==> config.mk <==
export PLATFORM = sky130hd
export DESIGN_NAME = cp0_exc_ctrl
export DESIGN_NICKNAME = d
export VERILOG_FILES = /design/src/rtl/cp0_exc_ctrl_pkg.sv /design/src/rtl/cp0_req_arb.sv /design/src/rtl/cp0_exc_ctrl.sv
export SDC_FILE = /design/constraint.sdc
export NUM_CORES = 1
export LEC_CHECK = 0
export ABC_AREA = 1
export CAP_MARGIN = 0
export CORE_MARGIN = 4
export CORE_UTILIZATION = 44
export CTS_CLUSTER_SIZE = 28
export DETAILED_ROUTE_END_ITERATION = 16
export PLACE_DENSITY = 0.82
export SLEW_MARGIN = 20
export SYNTH_ARGS = -nofsm -noshare
export SYNTH_HDL_FRONTEND = slang
export SYNTH_SLANG_ARGS = --single-unit
==> constraint.sdc <==
create_clock -name clk -period 1.6 [get_ports clk]
set_input_delay 0.24 -clock clk [delete_from_list [all_inputs] [get_ports clk]]
set_output_delay 0.24 -clock clk [all_outputs]
set_load 0.02 [all_outputs]
==> src/rtl/cp0_exc_ctrl_pkg.sv <==
// Shared CP0 definitions: register indices, field positions, exception codes
// and helpers that assemble the architectural register images.
package cpu_defs;

  localparam logic [4:0] SR_IDX    = 5'd12;
  localparam logic [4:0] CAUSE_IDX = 5'd13;
  localparam logic [4:0] EPC_IDX   = 5'd14;
  localparam logic [4:0] PRID_IDX  = 5'd15;

  localparam int SR_IM_MSB     = 15;
  localparam int SR_IM_LSB     = 10;
  localparam int SR_EXL_BIT    = 1;
  localparam int SR_IE_BIT     = 0;
  localparam int CAUSE_BD_BIT  = 31;
  localparam int CAUSE_IP_MSB  = 15;
  localparam int CAUSE_IP_LSB  = 10;
  localparam int CAUSE_EXC_MSB = 6;
  localparam int CAUSE_EXC_LSB = 2;

  typedef enum logic [4:0] {
    EXC_INT     = 5'd0,
    EXC_ADEL    = 5'd4,
    EXC_ADES    = 5'd5,
    EXC_SYSCALL = 5'd8,
    EXC_RI      = 5'd10,
    EXC_OV      = 5'd12
  } exc_code_e;

  localparam logic [31:0] HANDLER_PC = 32'h0000_4180;

  function automatic logic [31:0] sr_image(input logic [5:0] im, input logic exl,
                                           input logic ie);
    logic [31:0] w;
    w = '0;
    w[SR_IM_MSB:SR_IM_LSB] = im;
    w[SR_EXL_BIT]          = exl;
    w[SR_IE_BIT]           = ie;
    return w;
  endfunction

  function automatic logic [31:0] cause_image(input logic bd, input logic [5:0] ip,
                                              input logic [4:0] exc);
    logic [31:0] w;
    w = '0;
    w[CAUSE_BD_BIT]                = bd;
    w[CAUSE_IP_MSB:CAUSE_IP_LSB]   = ip;
    w[CAUSE_EXC_MSB:CAUSE_EXC_LSB] = exc;
    return w;
  endfunction

endpackage

==> src/rtl/cp0_req_arb.sv <==
// Exception/interrupt request arbitration and the victim return address
// (EPC) computation for the M-stage CP0.
module cp0_req_arb
  import cpu_defs::*;
(
  input  logic [5:0]  hw_int,
  input  logic [5:0]  sr_im,
  input  logic        sr_ie,
  input  logic        sr_exl,
  input  logic [4:0]  exc_code_in,
  input  logic [31:0] vpc,
  input  logic        bd_in,
  output logic        req,
  output logic [4:0]  exc_code,
  output logic [31:0] epc_val
);

  logic [5:0]  pend;
  logic        int_req;
  logic        exc_req;
  logic [31:0] vpc_aligned;

  genvar gi;
  generate
    for (gi = 0; gi < 6; gi++) begin : g_int_mask
      assign pend[gi] = hw_int[gi] & sr_im[gi];
    end
  endgenerate

  // EXL masks everything, so a handler is never re-entered.
  assign int_req = (|pend) & sr_ie & ~sr_exl;
  assign exc_req = (exc_code_in != EXC_INT) & ~sr_exl;
  assign req     = int_req | exc_req;

  assign exc_code = int_req ? EXC_INT : exc_code_in;

  // A delay-slot victim restarts at its branch; 32-bit wraparound is intended.
  assign vpc_aligned = vpc & 32'hFFFF_FFFC;
  assign epc_val     = bd_in ? (vpc_aligned - 32'd4) : vpc_aligned;

endmodule

==> src/rtl/cp0_exc_ctrl.sv <==
// Coprocessor-0 at the M stage: SR/Cause/EPC/PRId registers, mfc0/mtc0
// access and the exception request that redirects fetch.
module cp0_exc_ctrl
  import cpu_defs::*;
#(
  parameter logic [31:0] PRID    = 32'h5072_6F37,
  parameter logic [31:0] EPC_RST = 32'h0000_0000
) (
  input  logic        clk,
  input  logic        reset,
  input  logic        en,
  input  logic [4:0]  CP0Add,
  input  logic [31:0] CP0In,
  output logic [31:0] CP0Out,
  input  logic [31:0] VPC,
  input  logic        BDIn,
  input  logic [4:0]  ExcCodeIn,
  input  logic [5:0]  HWInt,
  input  logic        EXLClr,
  output logic [31:0] EPCOut,
  output logic        Req
);

  logic [5:0]  sr_im_reg, sr_im_next;
  logic        sr_exl_reg, sr_exl_next;
  logic        sr_ie_reg, sr_ie_next;
  logic        cause_bd_reg, cause_bd_next;
  logic [5:0]  cause_ip_reg, cause_ip_next;
  logic [4:0]  cause_exc_reg, cause_exc_next;
  logic [31:0] epc_reg, epc_next;

  logic        req_raw;
  logic [4:0]  arb_exc_code;
  logic [31:0] arb_epc;

  cp0_req_arb u_req_arb (
    .hw_int      (HWInt),
    .sr_im       (sr_im_reg),
    .sr_ie       (sr_ie_reg),
    .sr_exl      (sr_exl_reg),
    .exc_code_in (ExcCodeIn),
    .vpc         (VPC),
    .bd_in       (BDIn),
    .req         (req_raw),
    .exc_code    (arb_exc_code),
    .epc_val     (arb_epc)
  );

  // Registers are held while reset is low, but the request is combinational
  // and must be suppressed explicitly.
  assign Req    = req_raw & reset;
  assign EPCOut = epc_reg;

  always_comb begin
    sr_im_next     = sr_im_reg;
    sr_exl_next    = sr_exl_reg;
    sr_ie_next     = sr_ie_reg;
    cause_bd_next  = cause_bd_reg;
    cause_ip_next  = HWInt;
    cause_exc_next = cause_exc_reg;
    epc_next       = epc_reg;

    if (req_raw) begin
      sr_exl_next    = 1'b1;
      cause_exc_next = arb_exc_code;
      cause_bd_next  = BDIn;
      epc_next       = arb_epc;
    end else begin
      if (EXLClr) sr_exl_next = 1'b0;
      // During eret an SR write still lands, but EXL must come out cleared.
      if (en) begin
        case (CP0Add)
          SR_IDX: begin
            sr_im_next  = CP0In[SR_IM_MSB:SR_IM_LSB];
            sr_exl_next = CP0In[SR_EXL_BIT] & ~EXLClr;
            sr_ie_next  = CP0In[SR_IE_BIT];
          end
          EPC_IDX: epc_next = CP0In;
          default: ;
        endcase
      end
    end
  end

  always_ff @(posedge clk or negedge reset) begin
    if (!reset) begin
      sr_im_reg     <= '0;
      sr_exl_reg    <= 1'b0;
      sr_ie_reg     <= 1'b0;
      cause_bd_reg  <= 1'b0;
      cause_ip_reg  <= '0;
      cause_exc_reg <= '0;
      epc_reg       <= EPC_RST;
    end else begin
      sr_im_reg     <= sr_im_next;
      sr_exl_reg    <= sr_exl_next;
      sr_ie_reg     <= sr_ie_next;
      cause_bd_reg  <= cause_bd_next;
      cause_ip_reg  <= cause_ip_next;
      cause_exc_reg <= cause_exc_next;
      epc_reg       <= epc_next;
    end
  end

  always_comb begin
    case (CP0Add)
      SR_IDX:    CP0Out = sr_image(sr_im_reg, sr_exl_reg, sr_ie_reg);
      CAUSE_IDX: CP0Out = cause_image(cause_bd_reg, cause_ip_reg, cause_exc_reg);
      EPC_IDX:   CP0Out = epc_reg;
      PRID_IDX:  CP0Out = PRID;
      default:   CP0Out = '0;
    endcase
  end

endmodule

# == Word-level counts from Yosys, hierarchy flattened ==
# Index checks and enable logic that the tools add are counted.
# totals
regBits,52
input_bits,85
out_inout_bits,65
elab_cells,43
# classes
n_addsub,1
n_eq_ne,4
mux,10
bitwise,15
n_reduce_logical,6
# ops
operator,count
$mux W32,4
$pmux W32 S4,1
$sub A32 B3 Y32 const B,1
$eq A5 B4 Y1 const B,4
$and A1 B1 Y1,11
$reduce_or A6 Y1,1
$mux W5,1
$reduce_bool A5 Y1,1
$mux W1,4
$reduce_bool A2 Y1,2
$not A1 Y1,3
$reduce_and A3 Y1,1
$reduce_and A2 Y1,1
$or A1 B1 Y1,1

# == Depth between registers and ports, before layout ==
# Gate-level depths: netlist (run 1).
# depth
ltp_word,7
depth_mapped,12
mapped_depth_nobuf,12

# == By module ==
# Synthesis (run 1) repeated with hierarchy kept, for this count alone.
# hier_totals
hier_cells,622
hier_area_um2,3960.0
# modules_own_cells
mod,instances,cells_each,area_each_um2,seq_area_each_um2
cp0_exc_ctrl,1,402,2887.8,1301.2
cp0_req_arb,1,220,1072.3,0.0

# == Worst setup path before layout (run 1) ==
# No wires, ideal clock.
# synth_path
path_type,flip-flop to output port
start,reg sr_im_reg[0]
end,out Req
arrival_ns,1.286
required_ns,1.360
path_slack_ns,0.074
stages_incl_launch_ff,10
n_path_buf,1
path_cell_list,dfrtp_1 -> nand2_1 -> nand2_1 -> a21oi_1 -> nand2_1 -> nand3_4 -> nand2_4 -> inv_2 -> buf_2 -> nor2_1
# synth_via
elab_chain_cells,6
# synth_rtl
item,line_no,source
from (decl),cp0_exc_ctrl.sv:24,"logic [5:0] sr_im_reg, sr_im_next;"
from (signal assigned),cp0_exc_ctrl.sv:95,sr_im_reg <= sr_im_next;
$and A1 B1 Y1,cp0_req_arb.sv:26,assign pend[gi] = hw_int[gi] & sr_im[gi];
$reduce_or A6 Y1,cp0_req_arb.sv:31,assign int_req = (|pend) & sr_ie & ~sr_exl;
$and A1 B1 Y1 (2 in a row),cp0_req_arb.sv:31,
$or A1 B1 Y1,cp0_req_arb.sv:33,assign req = int_req | exc_req;
$and A1 B1 Y1,cp0_exc_ctrl.sv:51,assign Req = req_raw & reset;
to (decl),cp0_exc_ctrl.sv:21,output logic Req
# Every way passes these cells.

# == Final worst setup path (run 1) ==
# Ends and elaborated chain as after synthesis.

==> results of run 1 <==
==> kinds of logic (layout without fill, tap and decap cells) <==
group	after synthesis	in the layout
AND/OR/NAND/NOR	372	372
AO/OA/AOI/OAI	46	46
flip-flops	52	52
XOR/XNOR	12	12
adder cells (fa/ha/maj)	1	1
buffers and inverters	86	308
==> layer usage <==
layer / vias to the layer above / track usage / wire length (um)
met5: - / 0 / 0
met4: 0 / 0.0872 / 314
met3: 27 / 0.0302 / 891
met2: 184 / 0.475 / 6990
met1: 2116 / 0.340 / 5600
li1: 2221 / - / -
==> metrics by stage <==
stage	power (uW)	cell area [um^2]	setup WS (ns)
after detailed placement	6090	5760	-0.705
final	7440	6080	-0.0791
after CTS	7260	5940	-0.0889
after global routing	7890	6080	-0.138
after floorplan	4280	3690	0.0741
after global placement	5980	5760	-0.641
==> cell usage after synthesis, types with 3 or more instances <==
cell        n  area share
nor2_1     64       0.065
nand3_1    40       0.054
nor2_4      4       0.012
nand4_1    13       0.022
xnor2_1     5       0.012
nand3_4     3       0.014
nand2_1   224        0.23
buf_4       6       0.012
o211ai_1    5       0.010
o21ai_1    11       0.015
buf_2       5      0.0068
inv_1      65       0.066
o21ai_0    23       0.031
dfrtp_1    52        0.35
nor3_1      4      0.0054
inv_2       4      0.0041
xor2_1      7       0.017
nor2_2      4      0.0068
nand2_2     7       0.012
a21oi_1     3      0.0041
==> worst register-to-register path, stage by stage (launching register included) <==
cell,delay (ns)
dfrtp_1,0.39
nand2_1,0.06
nand2_1,0.08
a21oi_2,0.14
nand2_2,0.09
nand3_4,0.08
buf_4,0.18
nand3_4,0.09
inv_4,0.09
bufbuf_16,0.27
nand2_1,0.06
nand2_1,0.06
==> cells in the final DEF, fill, tap and decap left out, drive strengths merged, types with 2 or more instances in the layout <==
cell	instances
nand2	232
clkbuf	7
inv	69
clkdlybuf4s15	2
nand3b	2
o211ai	5
or2	2
nor2	72
dfrtp	52
a21oi	3
nor3	6
xnor2	5
nand4	13
o21bai	2
clkinv	2
buf	115
clkdlybuf4s50	86
dlymetal6s2s	13
nand3	44
dlygate4sd2	12
o21ai	35
xor2	7
==> timing repair <==
action                                  CTS  global route
pin swaps                                11            10
buffers inserted                          6             2
endpoints found under the setup margin   77            61
gates resized for setup                 198            36
gates cloned                              2             1
==> final cells by class <==
class	count	area share
Multi-Input combinational cell	431	0.350
Sequential cell	52	0.214
Inverter	70	0.0449
Timing Repair Buffer	230	0.352
Clock buffer	6	0.0119
Clock inverter	2	0.00576
Tap cell	105	0.0216
==> worst min-delay path by stage <==
stage | to | slack [ns] | from
CTS | cause_bd_reg$_DFFE_PN0N_ | 0.09 | reset
global placement | EPCOut[0]$_DFFE_PN0P_ | 0.41 | reset
floorplan | EPCOut[0]$_DFFE_PN0P_ | -0.06 | reset
finish | cause_exc_reg[3]$_DFFE_PN0N_ | 0.07 | reset
global route | cause_exc_reg[3]$_DFFE_PN0N_ | 0.13 | reset
detailed placement | cause_exc_reg[1]$_DFFE_PN0N_ | 0.42 | reset
==> power by group through the flow <==
stage	logic, uW	clock network, uW	registers [uW]
6_report	4270	894	2280
3_3_place_gp	3720	0	2260
2_1_floorplan	1610	0	2670
3_5_place_dp	3820	0	2280
4_1_cts	4090	906	2260
5_1_grt	4590	961	2340
==> metrics.txt, run 1 <==
status=finished with violations; failing checks=negative setup slack; RR Endpoint=EPCOut[13]$_DFFE_PN0P_; final cell count without fillers=896; Worst Path Arrival=1.44 ns; total negative slack=-0.286 ns; clock sinks=52; simple-gate area share of the yosys netlist=0.444; post-synthesis adder-cell area fraction=0.00339; CTS Hold Bufs=0; crit-path cells=nand2_1 > nand2_1 > a21oi_2 > nand2_2 > nand3_4 > nand2_4 > inv_4 > nor2_2 > buf_6; largest family of logic cells by synthesized area=simple AND/OR/NAND/NOR gates; Hold WS=0.0684 ns; worst vdd ir=0.000585 V; crit start category=flip-flop; Synth Area in XOR/XNOR=0.0285; Die Ht=99.6 um; YS warnings=0; Final GP Congestion=0.890; H-tree depth=2; core area=0.00818 mm^2; clock latency on the worst-skew pair=0.31 ns; wire per inst=15.4 um; Fill cells=652; DR DRC count=0; placed cells=878; internal power=4260 uW; Net Sw Frac=0.428; fin crit share=1.05; Reg area=0.00130 mm^2; Hold Vio Cnt, Final=0; CTS Buf Count=5; mean post-synth cell area=6.48 um^2; CP top delay family=simple AND/OR/NAND/NOR gates; initial drt markers=260; Horiz. Die Dim=99.6 um; unrepaired setup endpoints after global routing=yes; final worst setup slack=-0.0791 ns; I/O Pins=150; synthesized area=0.00369 mm^2; Clock Skew=0.00859 ns; drt total wl=13800 um; Syn Inst Count=569; Final Setup Violations=13; Final nets=876; Via Count=4548; initial antenna violation count=0; Clock Power Share=0.120; slowest stage delay, CP=0.39 ns; worst setup path end=Req; highest-delay cell along the critical path=dfrtp_1; die footprint=0.00991 mm^2; Clk Tree Root Cell=clkbuf_8; CP startpoint=sr_im_reg[0]$_DFFE_PN0P_; worst reg2reg path depth=11; final core occ=0.744; Max Buffers Root-to-Sink=2; gr usage total=0.268; Max Fclk=596 MHz; relative slew slack=0.553; largest net degree at the start of global routing=53; Worst path most repeated cell=nand2_1; WP buf/inv=2; post-DR vias/cell=5.08; post-layout minimum cycle time=1.68 ns; max reg flops=32; Hold WC Path Type=input port to async pin; RR Startpoint=sr_im_reg[0]$_DFFE_PN0P_; post-synthesis compound-gate area fraction=0.0692; max-cap viol count=0; post-synthesis sequential area ratio=0.353; Synth async-reset ratio=1.00; CP Capture Type=primary output; Worst EP required=1.36 ns; post-synth cell types=35; TritonCTS clock tree=built; Mapped Nets=655; Crit Path Class=flip-flop to primary output; Slew @ Worst Pin=0.671 ns; part of the power in registers=0.306; Post-synth EDFFs=0; hpwl dp=10500 um; first-pass GRT wire length=21400 um; layout cell share with drive strength beyond 1=0.229; leakage power=0.00319 uW; ANT nets after route=0; Synth Flop Type=dfrtp_1; area of the multi-input gates=0.00213 mm^2; Crit. path cell count=9; ant diodes=0; vias in the first global route=4445; total grt overflow=0; max-slew violations=0; PD cells=1220 mW/mm^2; Initial Utilization=0.451; Combinational Power Share=0.574; worst-path fanout max=2; Rows=33; Reg clk slew, reported paths=0.10 ns; Buffers on Ports=147; r2r setup slk=-0.03 ns; Psw=3180 uW; Area growth syn-to-layout=64.8%; multiplexer share of the synthesized area=0; DR pass1 iterations=5; flop and latch count out of synthesis=52
Power figures use the tool's default switching activity.
==> inputs of run 2 (changes only) <==
- ABC_CLOCK_PERIOD_IN_PS: default -> 1600
==> results of run 2 <==
Same layout as run 1: the final DEF is identical, and so are final timing and power.
==> inputs of run 3 (changes only) <==
- SKIP_CTS_REPAIR_TIMING: default -> 1
==> metrics.txt, run 3 (same netlist as run 1, synthesis figures left out) <==
Hold Vio Cnt, Final=0 (unchanged); Via Count=4587 (+0.86%); fin crit share=1.10 (+0.0537); H-tree depth=2 (unchanged); clock sinks=52 (unchanged); area of the multi-input gates=0.00213 mm^2 (+0.29%); max-slew violations=0 (unchanged); Clk Tree Root Cell=clkbuf_8; clock latency on the worst-skew pair=0.31 ns (about the same); gr usage total=0.258 (-0.00993); Area growth syn-to-layout=65.6%; drt total wl=14100 um (+2.1%); CTS Buf Count=5 (unchanged); Hold WC Path Type=input port to async pin; max-cap viol count=0 (unchanged); core area=0.00818 mm^2 (unchanged); RR Endpoint=sr_im_reg[2]$_DFFE_PN0P_; worst-path fanout max=3 (+1); DR DRC count=0 (unchanged); most common cell after layout, fill and taps aside=nand2_1; slowest stage delay, CP=0.45 ns (+0.06 ns); layout cell share with drive strength beyond 1=0.218 (-0.0106); Horiz. Die Dim=99.6 um (unchanged); Worst path most repeated cell=nand2_1; Clock Skew=0.00952 ns (+0.000937 ns); Slew @ Worst Pin=0.677 ns (+0.00643 ns); initial drt markers=309 (+19%); total grt overflow=0 (unchanged); Worst EP required=1.36 ns (about the same); post-DR vias/cell=5.14 (+1.2%); Reg area=0.00130 mm^2 (unchanged); worst vdd ir=0.000533 V (-8.9%); final core occ=0.747 (+0.00352); failing checks=negative setup slack; Rows=33 (unchanged); Hold WS=0.0717 ns (+0.00331 ns); Max Buffers Root-to-Sink=2 (unchanged); highest-delay cell along the critical path=clkdlybuf4s50_1; Crit Path Class=input port to primary output; Fill cells=650 (-0.31%); TritonCTS clock tree=built; RR Startpoint=sr_im_reg[1]$_DFFE_PN0P_; I/O Pins=150 (unchanged); crit-path cells=clkdlybuf4s50_1 > nand2_1 > nand2_1 > a21oi_2 > nand2_2 > nand3_4 > nand2_4 > inv_6 > nor2_4 > buf_6; die footprint=0.00991 mm^2 (unchanged); relative slew slack=0.548 (-0.00428); crit start category=input port; worst reg2reg path depth=11 (unchanged); Worst Path Arrival=1.52 ns (+0.08 ns); ANT nets after route=0 (unchanged); r2r setup slk=0.06 ns (+0.09 ns); Initial Utilization=0.451 (unchanged); leakage power=0.00339 uW (+6.1%); largest net degree at the start of global routing=53 (unchanged); overall power=7370 uW (-0.99%); CP top delay family=buffers and inverters; Final nets=873 (-0.34%); hpwl dp=10500 um (unchanged); Max Fclk=567 MHz (-4.9%); Reg clk slew, reported paths=0.10 ns (about the same); CP Capture Type=primary output; DR pass1 iterations=8 (+3); Die Ht=99.6 um (unchanged); ant diodes=0 (unchanged); WP buf/inv=3 (+1); first-pass GRT wire length=20700 um (-3.2%); status=finished with violations; commonest cells after routing, fill and taps aside=nand2_1 (218), clkdlybuf4s50_1 (84), buf_4 (75); Crit. path cell count=10 (+1); post-layout minimum cycle time=1.76 ns (+0.0859 ns); unrepaired setup endpoints after global routing=yes; PD cells=1210 mW/mm^2 (-1.5%); Final GP Congestion=0.890 (unchanged); max reg flops=32 (unchanged); Final Setup Violations=3 (-10); vias in the first global route=4390 (-1.2%); Buffers on Ports=147 (unchanged); worst slack at placement=-0.705 ns (unchanged); final worst setup slack=-0.165 ns (-0.0859 ns); wire per inst=15.8 um (+2.4%); initial antenna violation count=0 (unchanged)
==> run 3: worst register-to-register path, delay by kind of cell, from the launching register on <==
| family | cells | cell delay, ns |
|---|---|---|
| AO/OA/AOI/OAI | 2 | 0.19 |
| AND/OR/NAND/NOR | 7 | 0.60 |
| flip-flops | 1 | 0.40 |
| buffers and inverters | 2 | 0.25 |
==> run 3: worst max-delay path by stage <==
stage / startpoint / end / slack, ns
3_3_place_gp: CP0Add[1] / CP0Out[10] / -0.64
5_1_grt: sr_im_reg[0]$_DFFE_PN0P_ / Req / -0.20
6_report: HWInt[1] / Req / -0.16
2_1_floorplan: sr_im_reg[0]$_DFFE_PN0P_ / Req / 0.07
4_1_cts: CP0Add[1] / CP0Out[31] / -0.71
3_5_place_dp: CP0Add[1] / CP0Out[31] / -0.71
==> run 3: per-stage QoR <==
stage / cell area (um^2) / instances / setup TNS (ns)
6_report: 6110 / 893 / -0.178
5_1_grt: 6110 / 893 / -0.511
4_1_cts: 5870 / 886 / -24.51
3_5_place_dp: 5760 / 878 / -38.37
3_3_place_gp: 5760 / 878 / -35.42
2_1_floorplan: 3690 / 569 / 0
==> run 3: cell type report <==
| type | instances | area share |
|---|---|---|
| Timing Repair Buffer | 227 | 0.353 |
| Inverter | 70 | 0.0457 |
| Multi-Input combinational cell | 431 | 0.349 |
| Clock buffer | 6 | 0.0119 |
| Tap cell | 105 | 0.0215 |
| Sequential cell | 52 | 0.213 |
| Clock inverter | 2 | 0.00574 |
==> run 3: layer usage <==
layer / up-vias / global-route usage / routed length [um]
met3: 37 / 0.0379 / 960
met4: 0 / 0.0840 / 313
met1: 2119 / 0.323 / 5450
met5: - / 0 / 0
li1: 2218 / - / -
met2: 213 / 0.457 / 7360
==> run 3: report_power, final <==
part           total, uW  internal [uW]  switching, uW
Clock                898            465            433
Combinational       4200           1860           2340
Sequential          2270           1860            413
==> RTL change 1: new RTL, settings of run 2 <==
Reset style: synchronous (`reset`), changed in one clocked block.
--- a/src/rtl/cp0_exc_ctrl.sv
+++ b/src/rtl/cp0_exc_ctrl.sv
@@ -83,5 +83,5 @@
   end
 
-  always_ff @(posedge clk or negedge reset) begin
+  always_ff @(posedge clk) begin
     if (!reset) begin
       sr_im_reg     <= '0;
Function: differs if reset is asserted again (counterexample within 4 cycles, from zero or initial values and one cycle with reset low); with reset held inactive, the same outputs for 4 cycles.
==> RTL change 1 against run 2 <==
- the flow still finishes with violations (negative setup slack)
- non-clock buffer count increased by 10
- sequential cell count is the same
- cell area up 1.9%
- area after synthesis shrank 2.0%
- wire length rose by 7.4%
- critical path type unchanged
- worst setup slack improved by 0.055 ns
Power is not compared: it rests on default switching activity, and its combinational part moved more than twofold at a synthesized area within 25%.
==> RTL change 1: results <==
group,metric,value,unit
worst_setup_path,r2r-end,"EPCOut[23]",
yosys,syn-num-nets,657,
timing,worstMarginPinSlew,0.317,ns
drt,vias,4760,
drt,routed_wl,14800,um
layout,fillers,549,
cts,numCtsBuffers,5,
worst_setup_path,rr_worst_depth,12,
placement,dp_hpwl,10700,um
global_route,grt_max_degree,25,
global_route,grtUsageMet2,50.0,%
yosys,yosys.area_share.adder,0.346,%
run_status,violations,"negative setup slack",
worst_setup_path,slowest_delay,0.33,ns
placement,place_congestion,0.935,
yosys,synthCells,571,
yosys,ys_types,39,
worst_hold_path,min_path_type,"primary input to register",
global_route,grtUsageTotal,28.1,%
worst_setup_path,reg2reg_from,"sr_im_reg[0]",
worst_setup_path,path_max_fanout,3,
timing,fin_skew,0.00747,ns
yosys,synth.mux.area_fraction,0,%
timing,setup_viol,1,
yosys,synth.top_cells.by_count,"nand2_1 (169), inv_1 (76), nor2_1 (64)",
drt,wl_met1,5910,um
drt,drtIter0Drc,336,
run_status,status,"complete, but fails checks",
yosys,synth_area_leaders,"dfxtp_1 (29%), nand2_1 (18%), inv_1 (7.9%)",
timing,layout_setup_ws,-0.0241,ns
power,p_leak,3.01,nW
worst_setup_path,reg2reg_slack,0.02,ns
drt,wl_met2,7360,um
layout,final_nets,884,
global_route,grt_pass1_vias,4705,
yosys,synthFlopType,"dfxtp_1",
worst_setup_path,cp.arrival,1.38,ns
worst_setup_path,slowest_stage,"dfxtp_2",
layout,fin_cells,901,
yosys,seq_area_frac_synth,28.8,%
worst_setup_path,path_delay_family,"simple AND/OR/NAND/NOR gates",
global_route,grt_pass1_wl,22500,um
drt,wl_met3,1090,um
layout,drive_gt1_share,28.9,%
yosys,synthArstFlopShare,0,%
yosys,synth_compound_area_share,16.6,%
placement,dpl.cell_count,872,
global_route,grt_use_met3,4.46,%
yosys,synth-xor-area-share,3.39,%
[RTL change 1: changes by cell type in the layout (fill, tap and decap cells not counted), moves of 10 or more]
| cell | change |
|---|---|
| a21oi_1 | +18 |
| nand3_1 | -21 |
| o21ai_0 | +10 |
| dfrtp_1 | -52 |
| dfxtp_1 | +48 |
| nand2_1 | -63 |
| o21ai_1 | +10 |
[RTL change 1: worst max-delay path by stage]
stage | startpoint | end | slack [ns] | depth (start not counted)
after floorplan | CP0Add[3] | CP0Out[17] | 0.14 | 5
after global placement | CP0Add[1] | CP0Out[24] | -0.66 | 8
after detailed placement | CP0Add[3] | CP0Out[12] | -0.72 | 6
after CTS | sr_im_reg[2] | Req | -0.02 | 9
after global routing | sr_im_reg[2] | Req | -0.08 | 9
final | sr_im_reg[0] | Req | -0.02 | 9
[RTL change 1: what timing repair did]
| item | 4_1_cts | 5_1_grt |
|---|---|---|
| gates resized for setup | 221 | 73 |
| endpoints found under the hold margin | 0 | 0 |
| cloned | 3 | 1 |
| hold buffers | 0 | 0 |
| setup endpoints to repair | 80 | 75 |
| pin swaps | 16 | 29 |
| buffers inserted | 10 | 7 |
[RTL change 1: layout make-up]
cell class / count / area (um^2) / area share, %
Clock buffer: 6 / 72.6 / 1.17
Clock inverter: 2 / 35.0 / 0.565
Inverter: 83 / 332 / 5.35
Multi-Input combinational cell: 416 / 2300 / 37.1
Sequential cell: 52 / 1050 / 16.9
Tap cell: 102 / 128 / 2.06
Timing Repair Buffer: 240 / 2280 / 36.8
[RTL change 1: metrics by stage]
step / area [um^2] / setup TNS, ns / hold WS [ns]
finish: 6200 / -0.0241 / 0.229
global route: 6200 / -0.549 / 0.249
CTS: 5950 / -0.0150 / 0.273
detailed placement: 5670 / -45.68 / 0.479
global placement: 5670 / -42.76 / 0.466
floorplan: 3610 / 0 / 0.333
==> RTL change 2: new RTL, settings of run 2 <==
Made on the original files. The parameter `PRID` goes from 32'h5072_6F37 to 32'h40000000.
--- a/src/rtl/cp0_exc_ctrl.sv
+++ b/src/rtl/cp0_exc_ctrl.sv
@@ -4,5 +4,5 @@
   import cpu_defs::*;
 #(
-  parameter logic [31:0] PRID    = 32'h5072_6F37,
+  parameter logic [31:0] PRID    = 32'h40000000,
   parameter logic [31:0] EPC_RST = 32'h0000_0000
 ) (
Function: changed (Yosys sat finds a counterexample within 4 cycles, from zero or initial values and one cycle with reset low).
==> RTL change 2 against run 2 <==
- the flow still finishes with violations (negative setup slack)
- first-iteration DRC count grew 43%
- critical path depth is the same
- via count grew 8.2%
- worst setup slack gained 0.011 ns
- cell area grew 7.4%
- worst hold slack gained 0.036 ns
- power is essentially flat
- wire length grew 12%
- sequential cell count is the same
- utilization grew 4.7 points
- area after synthesis grew 2.1%
- largest cell class unchanged
==> RTL change 2: results <==
group,metric,value,unit
run_status,status,"complete, but fails checks",
run_status,violations,"negative setup slack",
cts,ctsHtreeMaxLevel,2,
layout,largest_register_ffs,32,
drt,dr.pass1.iters,6,
global_route,grtUsageTotal,27.2,%
timing,fin_skew,0.00879,ns
yosys,synth.top_cells.by_count,"nand2_1 (229), nor2_1 (82), inv_1 (74)",
yosys,ys_types,32,
power,p_leak,3.64,nW
yosys,yosys_warnings,0,
cts,clk_path_buf_depth,2,
timing,relSlewSlack,55.2,%
cts,cts-root-buf,"clkbuf_8",
yosys,syn-num-nets,679,
timing,layout_setup_ws,-0.0676,ns
worst_setup_path,rr_worst_depth,10,
worst_setup_path,reg2reg_slack,-0.02,ns
worst_hold_path,min_path_type,"primary input to async pin",
placement,dp_hpwl,10500,um
global_route,grt_pass1_vias,4669,
cts,numCtsBuffers,5,
drt,drtIter0Drc,372,
layout,drive_gt1_share,28.0,%
yosys,seq_area_frac_synth,34.6,%
placement,place_congestion,0.920,
yosys,synthArstFlopShare,100,%
placement,placed_area,5920,um^2
worst_setup_path,slowest_delay,0.41,ns
drt,routed_wl,15400,um
timing,setup_tns,-0.0979,ns
layout,final_nets,916,
drt,vias,4919,
cts,clkSlewWorstSetupHoldPaths,0.10,ns
worst_setup_path,slowest_stage,"dfrtp_1",
global_route,grt_max_degree,53,
yosys,synthFlopType,"dfrtp_1",
power,ir_drop,559,uV
worst_setup_path,r2r-end,"EPCOut[18]",
worst_setup_path,path_max_fanout,2,
global_route,antenna_found_initial,1,
global_route,grt_pass1_wl,22000,um
worst_setup_path,worst-setup-path-type,"register to output pin",
yosys,synth_area_leaders,"dfrtp_1 (35%), nand2_1 (23%), nor2_1 (8.2%)",
timing,setup_viol,3,
worst_setup_path,reg2reg_from,"sr_im_reg[0]",
timing,timing.hold.ws,0.104,ns
cts,clkLatencyLatePin,0.31,ns
placement,io_buffers,147,
-- RTL change 2: changes by cell type in the layout (fill, tap and decap cells not counted), moves of 9 or more --
cell / change
nor2_1: +14
buf_2: -10
buf_6: +10
clkdlybuf4s50_1: -11
nand2_2: +15
dlymetal6s2s_1: +12
nand2_1: -13
buf_4: +9
-- RTL change 2: through the flow --
step                      worst slack [ns]  cells  utilization (%)
after floorplan                     0.0571    593                -
after global placement              -0.671    913             71.7
after detailed placement            -0.749    913             71.7
after CTS                          -0.0673    928             75.0
after global routing                -0.143    937             79.1
final                              -0.0676    937             79.1
-- RTL change 2: metal layers --
| metal | track usage (%) | up-vias | share of wire, % |
|---|---|---|---|
| li1 | - | 2291 | - |
| met1 | 33.5 | 2284 | 37 |
| met2 | 47.1 | 274 | 51 |
| met3 | 3.39 | 70 | 7.4 |
| met4 | 13.2 | 0 | 5.4 |
| met5 | 0 | - | 0 |
-- RTL change 2: timing repair --
item	CTS	global route
pin swaps	15	16
buffers inserted	5	5
cloned	3	3
setup endpoints to repair	75	80
gates resized for setup	232	92
hold buffers	0	0
-- RTL change 2: worst max-delay path: cells and delay by family (launching register included) --
family          cells  cell delay [ns]
compound gates      1             0.11
buf+inv             2             0.19
flops               1             0.41
simple gates        6             0.41
-- RTL change 2: final cells by class --
cell class / instances / area, um^2
Sequential cell: 52 / 1300
Fill cell: 537 / 1730
Multi-Input combinational cell: 447 / 2300
Timing Repair Buffer: 244 / 2380
Tap cell: 105 / 131
Clock inverter: 3 / 18.8
Inverter: 80 / 327
Clock buffer: 5 / 68.8
Antenna cell: 1 / 2.50
-- RTL change 2: cells by family after synthesis --
group | after synthesis | synth area share [%]
AOI/OAI and AO/OA | 47 | 6.74
xor gates and xnor gates | 14 | 3.26
buffers and inverters | 94 | 10.6
DFF | 52 | 34.6
adders and majority gates | 1 | 0.332
and+or+nand+nor | 385 | 44.5
-- RTL change 2: worst max-delay path by stage --
stage,end,slack (ns),depth (start not counted)
2_1_floorplan,CP0Out[18],0.06,7
6_report,Req,-0.07,9
3_5_place_dp,CP0Out[1],-0.75,9
4_1_cts,Req,-0.07,9
3_3_place_gp,CP0Out[4],-0.67,9
5_1_grt,Req,-0.14,9
-- RTL change 2: power breakdown --
| group | leakage, nW | total [mW] | switching [mW] | internal (mW) |
|---|---|---|---|---|
| clock network | 0.0479 | 0.759 | 0.453 | 0.306 |
| logic | 2.97 | 4.38 | 2.48 | 1.89 |
| registers | 0.622 | 2.31 | 0.450 | 1.86 |
